--- config.mk ---
export PLATFORM = sky130hd
export DESIGN_NAME = hexa_anim_ctrl
export DESIGN_NICKNAME = d
export VERILOG_FILES = /design/src/rtl/hexa_anim_ctrl.sv
export SDC_FILE = /design/constraint.sdc
export NUM_CORES = 1
export LEC_CHECK = 0
export BUFFER_PORTS_ARGS = -buffer_cell sky130_fd_sc_hd__buf_4
export CAP_MARGIN = 20
export CORE_AREA = 2 2 63 65
export DETAILED_ROUTE_END_ITERATION = 6
export DIE_AREA = 0 0 65 67
export PLACE_DENSITY = 0.66
export SETUP_SLACK_MARGIN = 0.1
export SLEW_MARGIN = 20
export SYNTH_ARGS = -nofsm -noshare
export SYNTH_HDL_FRONTEND = slang
export SYNTH_SLANG_ARGS = --single-unit
--- constraint.sdc ---
create_clock -name clock -period 2.4 [get_ports clock]
set_clock_uncertainty 0.1 [all_clocks]
set_input_delay 0.12 -clock clock [delete_from_list [all_inputs] [get_ports clock]]
set_output_delay 0.12 -clock clock [all_outputs]
set_load 0.02 [all_outputs]
--- src/rtl/hexa_anim_ctrl.sv ---
// hexa_anim_ctrl
// Upstream controller for one hexadecimal 7-segment decoder digit. It shows a
// latched 4-bit value, a rotating single-segment "busy" animation, or a
// blink sequence after an error, and drives the decoder's 5-bit code input.
//
// Ports:
//   clock   in   system clock, all state changes on the rising edge
//   reset   in   synchronous, active-high reset
//   load    in   one-cycle pulse: latch valor (honoured in every state)
//   valor   in   [3:0] hex value to display
//   busy    in   level: run the spin animation while high
//   erro    in   one-cycle pulse: start (or restart) the error blink sequence
//   sentido in   spin direction, 0 = forward, 1 = reverse
//                (only present when HEXA_SPIN_DIR_EN is defined)
//   codigo  out  [4:0] decoder code: 00-0F digit, 10-15 single segment, 1F blank
//   pronto  out  one-cycle pulse when a blink sequence completes
//   tick    out  one-cycle prescaler pulse (animation step strobe)
//
// Parameters:
//   TICK_DIV     clock cycles per animation step (>= 2)
//   BLINK_STEPS  full off/on blink cycles in the error sequence (>= 1)
//
// Optional feature macro: HEXA_SPIN_DIR_EN (adds the sentido input).

module hexa_anim_ctrl #(
    parameter int TICK_DIV    = 5000000,
    parameter int BLINK_STEPS = 3
) (
    input  logic       clock,
    input  logic       reset,
    input  logic       load,
    input  logic [3:0] valor,
    input  logic       busy,
    input  logic       erro,
`ifdef HEXA_SPIN_DIR_EN
    input  logic       sentido,
`endif
    output logic [4:0] codigo,
    output logic       pronto,
    output logic       tick
);

    localparam int PW = (TICK_DIV > 2) ? $clog2(TICK_DIV) : 1;
    localparam int BW = $clog2(2 * BLINK_STEPS);
    localparam logic [PW-1:0] PMAX  = PW'(TICK_DIV - 1);
    localparam logic [PW-1:0] PONE  = PW'(1);
    localparam logic [BW-1:0] BLAST = BW'(2 * BLINK_STEPS - 1);
    localparam logic [BW-1:0] BONE  = BW'(1);

    typedef enum logic [1:0] {
        APAGADO,
        MOSTRA,
        GIRA,
        PISCA
    } state_t;

    state_t        state;
    logic [3:0]    valor_reg;
    logic [2:0]    fase;
    logic          vis;
    logic [PW-1:0] presc;
    logic [BW-1:0] bcnt;
    logic [PW-1:0] presc_nxt;
    logic          rev;

`ifdef HEXA_SPIN_DIR_EN
    assign rev = sentido;
`else
    assign rev = 1'b0;
`endif

    // One step around the six outer segments, either direction.
    function automatic logic [2:0] fase_step(input logic [2:0] f, input logic r);
        if (r)
            return (f == 3'd0) ? 3'd5 : f - 3'd1;
        else
            return (f == 3'd5) ? 3'd0 : f + 3'd1;
    endfunction

    assign tick      = (presc == PMAX);
    assign presc_nxt = tick ? '0 : presc + PONE;

    always_ff @(posedge clock) begin
        if (reset) begin
            state     <= APAGADO;
            valor_reg <= 4'h0;
            fase      <= 3'd0;
            vis       <= 1'b0;
            presc     <= '0;
            bcnt      <= '0;
            pronto    <= 1'b0;
        end else begin
            pronto <= 1'b0;
            if (load)
                valor_reg <= valor;

            if (erro) begin
                // Entering PISCA, or restarting it, always begins blanked.
                state <= PISCA;
                vis   <= 1'b0;
                bcnt  <= '0;
                presc <= '0;
            end else begin
                case (state)
                    APAGADO: begin
                        if (busy) begin
                            state <= GIRA;
                            fase  <= 3'd0;
                            presc <= '0;
                        end else if (load) begin
                            state <= MOSTRA;
                            presc <= '0;
                        end else begin
                            presc <= presc_nxt;
                        end
                    end
                    MOSTRA: begin
                        if (busy) begin
                            state <= GIRA;
                            fase  <= 3'd0;
                            presc <= '0;
                        end else begin
                            presc <= presc_nxt;
                        end
                    end
                    GIRA: begin
                        // fase is left as-is on exit; the next entry clears it.
                        if (!busy) begin
                            state <= MOSTRA;
                            presc <= '0;
                        end else begin
                            presc <= presc_nxt;
                            if (tick)
                                fase <= fase_step(fase, rev);
                        end
                    end
                    PISCA: begin
                        // Finish on the tick that ends the last visible half-period.
                        if (tick && bcnt == BLAST) begin
                            state  <= MOSTRA;
                            pronto <= 1'b1;
                            presc  <= '0;
                        end else begin
                            presc <= presc_nxt;
                            if (tick) begin
                                vis  <= ~vis;
                                bcnt <= bcnt + BONE;
                            end
                        end
                    end
                    default: begin
                        state <= APAGADO;
                        presc <= '0;
                    end
                endcase
            end
        end
    end

    always_comb begin
        codigo = 5'h1F;
        case (state)
            APAGADO: codigo = 5'h1F;
            MOSTRA:  codigo = {1'b0, valor_reg};
            GIRA:    codigo = 5'h10 + {2'b00, fase};
            PISCA:   codigo = vis ? {1'b0, valor_reg} : 5'h1F;
            default: codigo = 5'h1F;
        endcase
    end

endmodule
# == Yosys cells after proc, flatten, opt, wreduce, memory -nomap -nowiden ==
# Index checks and enable logic that the tools add are counted.
# W data, S select, Z words.
# word_totals
out_inout_bits,7
elab_cells,59
ff_bits,37
# op_classes
addsub,4
n_eq_ne,13
mux,22
n_reduce_logical,9
n_bitwise,4
# op_table
cell,count
$mux W23,6
$pmux W23 S4,1
$add A23 B1 Y23 const B,1
$eq A23 B23 Y1 const B,1
$pmux W5 S4,1
$mux W2,6
$mux W3,4
$ne A3 B3 Y1 const B,3
$pmux W2 S4,1
$add A3 B1 Y3 const B,2
$eq A3 B3 Y1 const B,2
$pmux W3 S2,1
$add A5 B3 Y5 const A,1
$mux W5,1
$reduce_and A5 Y1,1
$eq A2 B2 Y1 const B,2
$ne A2 B2 Y1 const B,2
$ne A4 B4 Y1 const B,1
$not A1 Y1,4
$reduce_and A4 Y1,1
$reduce_or A2 Y1,2
$reduce_and A3 Y1,1
$reduce_or A3 Y1,1
$eq A2 B1 Y1 const B,1
5 further kinds,5

# == Depth between registers and ports, before layout ==
# depth
ltp_word,5
depth_mapped,6

# == Least setup slack after synthesis ==
# Ideal clock, no wire load.
# synth_path
path_type,register to register
from,reg presc[22]
to,reg presc[15]
n_path_buf,1
setup_time_ps,117
arrival_ps,1623
path_stages_with_launch,7
setup_slack_ps,560
cell_sequence,dfxtp_1 > nor4bb_1 > nand4_2 > nor2_2 > a2111o_1 > buf_2 > nor2_1
# synth_via
elab_chain_len,5
# synth_lines
element,line_no,text
from (decl),61,logic [PW-1:0] presc;
from (signal assigned),114,presc <= presc_nxt;
from (signal assigned),123,presc <= presc_nxt;
from (signal assigned),132,presc <= presc_nxt;
$eq A23 B23 Y1 *,80,assign tick = (presc == PMAX);
named net tick,40,output logic tick
$mux W23,81,assign presc_nxt = tick ? '0 : presc + PONE;
$mux W23,110,end else if (load) begin
$mux W23,106,if (busy) begin
$pmux W23 S4 *,104,case (state)
# Mark *: on every way through the listed nets, which the timed path passes. The rest lies on a longest branch.
# A chain may end at the register's enable or synchronous reset.

# == Worst setup path after layout ==
# layout_path
from,reg presc[12]
to,reg bcnt[1]
# layout_via
elab_chain_len,4
# layout_lines
element,line_no,text
$eq A23 B23 Y1 *,80,
$logic_and A1 B1 Y1,139,if (tick && bcnt == BLAST) begin
$not A1 Y1 (no source line),-,
$reduce_and A3 Y1 (no source line) *,-,
to (signal assigned),147,bcnt <= bcnt + BONE;
to (decl),62,logic [BW-1:0] bcnt;
# Every way passes the cells marked *; elsewhere a longest branch is shown, timed or not.

==> impl_results.md <==
- Status: finished, final reports clean
- F_max: 0.515 GHz
- CTS tree: yes
- Synth Instances: 198
- Synth cell types: 40
- Post-CTS Setup Repair Bufs: 0
- Nets: 234
- FP Rows: 22
- Final TNS setup: 0 ns
- Die Width: 65 um
- Minimum clock period: 1.94 ns
- Pre-Repair DR Iteration Count: 4
- Clk sink count: 37
- Ant. Diodes: 0
- Critical Path End Type: register
- Delay-heaviest family, CP: simple AND/OR/NAND/NOR gates
- Max clock buf depth: 2
- Post-synthesis sequential area ratio: 0.417
- Critical path peak fanout: 6
- NetSw: 0.267 mW
- Post-CTS sizing: 0
- Power density over the cells: 550 nW/um2
- Max reg flops: 23
- Die footprint: 4360 um2
- Rel. slew slack: 0.689
- Final hold violations: 0
- Cell breakdown of the critical path: nor4_2 > nand4_2 > nor4b_4 > mux2i_1 > nor2b_1
- Port bufs: 15
- Area Overhead vs Synth: 16.8%
- Synth Register Bits: 37
- CP max stage delay: 0.47 ns
- Slowest stage cell, crit path: nor4b_4
- Initial antenna violation count: 0
- Comb power frac: 0.086
- Worst-Margin Slew: 0.463 ns
- CP required: 2.53 ns
- Max-slew violations: 0
- Initial Utilization: 0.492
- Gr ovfl total: 0
- HPWL Detailed: 2.43 mm
- Crit path DAT: 2.07 ns
- Number of remaining DRC errors: 0
- RSZ-0062 raised after global routing: false
- Clock slew at reported path FFs: 0.07 ns
- Critical path type: register to register
- Placed cell area: 1930 um2
- Startpoint types: register
- Initial DRC Count: 98
- Vias: 1,442
- Finished Cell Area: 2070 um2
- Vias in the first global route: 1,415
- Synthesized Nets: 210
- Cell-internal power: 0.874 mW
- Largest net degree at the start of global routing: 24
- Fillers: 309
- Peak VDD IR: 354 uV
- CTS Root Cell: clkbuf_8
- P_leak: 0.738 nW
- Hold WC Path Type: primary input to register
- Max-Cap Viols: 0
- Placer Congestion: 0.836
- Final setup vio count: 0
- Pre-CTS WS: 0.441 ns
- Synth Warn #: 0
- CP bufs+invs: 0
- Die Y: 67 um
- Flop pwr share: 0.552
- All-layer global routing usage: 0.185
- Antenna Nets Post-Route: 0
- Worst hold slack: 0.0818 ns
- Cts hold-fix bufs: 6
- CTS H-tree depth: 2
- Ports: 16
- Layout cells sized above 1: 0.148
- Vias per inst: 5.32
- Synth Cell Area: 1780 um2
- First-pass GRT wire length: 6.11 mm
- Synthesized area per cell: 8.97 um2
- Core region area: 3610 um2
- Clk pwr share: 0.362
- Avg WL per Cell: 12.7 um
- Clk Latency, worst-skew pair: 0.29 ns
- Post-Route WL: 3.45 mm
- Total CTS buffers: 5
- Switching part of the total: 0.234
- Fin crit share: 0.808
- Worst Slack Setup Final: 0.460 ns
## worst reg2reg max path: stages, from the launching register on
cell	delay, ns
dfxtp_1	0.37
nor4_2	0.33
nand4_2	0.22
nor4b_4	0.47
mux2i_1	0.25
nor2b_1	0.14
## cells in the final DEF, fill, tap and decap left out, types with 5 or more instances in the layout
cell	n
xnor2_1	8
nand3_1	8
a21oi_1	6
dlygate4sd3_1	6
xor2_1	15
nand4_1	7
dfxtp_1	37
nand2_1	16
mux2i_1	6
nor2_1	39
and4_1	5
clkbuf_8	5
buf_4	16
## path summary, 6_finish.rpt
kind / to / slack (ns) / cells after the start / start
max: bcnt[1] / 0.46 / 5 / presc[12]
min: valor_reg[1] / 0.08 / 3 / load
max reg2reg: bcnt[1] / 0.46 / 5 / presc[12]
min reg2reg: presc[0] / 0.38 / 1 / presc[0]
## kinds of logic after synthesis
kind of cell | count (synthesis) | synth area share
buf+inv | 9 | 0.0204
flops | 37 | 0.417
compound gates | 19 | 0.0733
simple gates | 100 | 0.314
xor+xnor | 23 | 0.113
fa+ha+maj | 3 | 0.0211
mux | 7 | 0.0402
## area by class of cell
cell class                      instances  area [um2]  area share
Inverter                                4        15.0     0.00724
Sequential cell                        37         741       0.357
Multi-Input combinational cell        152         998       0.481
Timing Repair Buffer                   22         180      0.0869
Tap cell                               48        60.1      0.0290
Clock buffer                            8        80.1      0.0386
## cell usage after synthesis
| master | number | area (um2) |
|---|---|---|
| nand4_1 | 7 | 43.8 |
| and2_1 | 1 | 6.26 |
| nand2b_1 | 2 | 12.5 |
| nand2_1 | 16 | 60.1 |
| or3_1 | 1 | 6.26 |
| xnor2_1 | 8 | 70.1 |
| o31a_1 | 1 | 8.76 |
| nor4_4 | 1 | 21.3 |
| nor4_2 | 3 | 37.5 |
| nand3b_1 | 1 | 7.51 |
| dfxtp_1 | 37 | 741 |
| ha_1 | 3 | 37.5 |
| inv_1 | 4 | 15.0 |
| nor4b_1 | 2 | 17.5 |
| buf_2 | 2 | 10.0 |
| clkbuf_1 | 3 | 11.3 |
| o22a_1 | 3 | 26.3 |
| a2111o_1 | 1 | 11.3 |
| a21o_1 | 1 | 7.51 |
| nor2_2 | 1 | 6.26 |
| nand4_2 | 1 | 12.5 |
| nor2_1 | 39 | 146 |
| a21bo_2 | 1 | 10.0 |
| nand3_2 | 1 | 10.0 |
| xor2_1 | 15 | 131 |
| nor4_1 | 1 | 6.26 |
| and3_1 | 1 | 6.26 |
| nand3_1 | 8 | 40.0 |
| a21oi_1 | 6 | 30.0 |
| a31o_2 | 1 | 8.76 |
| and4_1 | 5 | 43.8 |
| o21ai_0 | 4 | 20.0 |
| nor4bb_1 | 1 | 10.0 |
| mux2_2 | 1 | 11.3 |
| mux2i_1 | 6 | 60.1 |
| or2_2 | 1 | 6.26 |
| nor2b_1 | 3 | 18.8 |
| o21a_1 | 1 | 7.51 |
| nor3_1 | 3 | 15.0 |
| nor4b_4 | 1 | 23.8 |
## per-stage QoR
step                std cells   util  total power, mW
global placement          257  0.536            0.731
floorplan                 198      -            0.698
CTS                       271  0.575             1.16
finish                    271  0.575             1.14
detailed placement        257  0.536            0.734
global route              271  0.575             1.19
## power by group through the flow
| stage | combinational (mW) | sequential (mW) | clock (mW) |
|---|---|---|---|
| 4_1_cts | 0.0983 | 0.630 | 0.428 |
| 6_report | 0.0982 | 0.630 | 0.413 |
| 3_5_place_dp | 0.0899 | 0.644 | 0 |
| 2_1_floorplan | 0.0565 | 0.641 | 0 |
| 3_3_place_gp | 0.0882 | 0.643 | 0 |
| 5_1_grt | 0.106 | 0.631 | 0.452 |
## routing by layer
metal  GRT usage  up-vias  share of wire
li1            -      737              -
met1       0.205      666           0.45
met5           0        -              0
met3      0.0608        8          0.045
met2       0.311       31           0.48
met4       0.101        0          0.024
No activity file was read; power rests on OpenSTA's default activity.
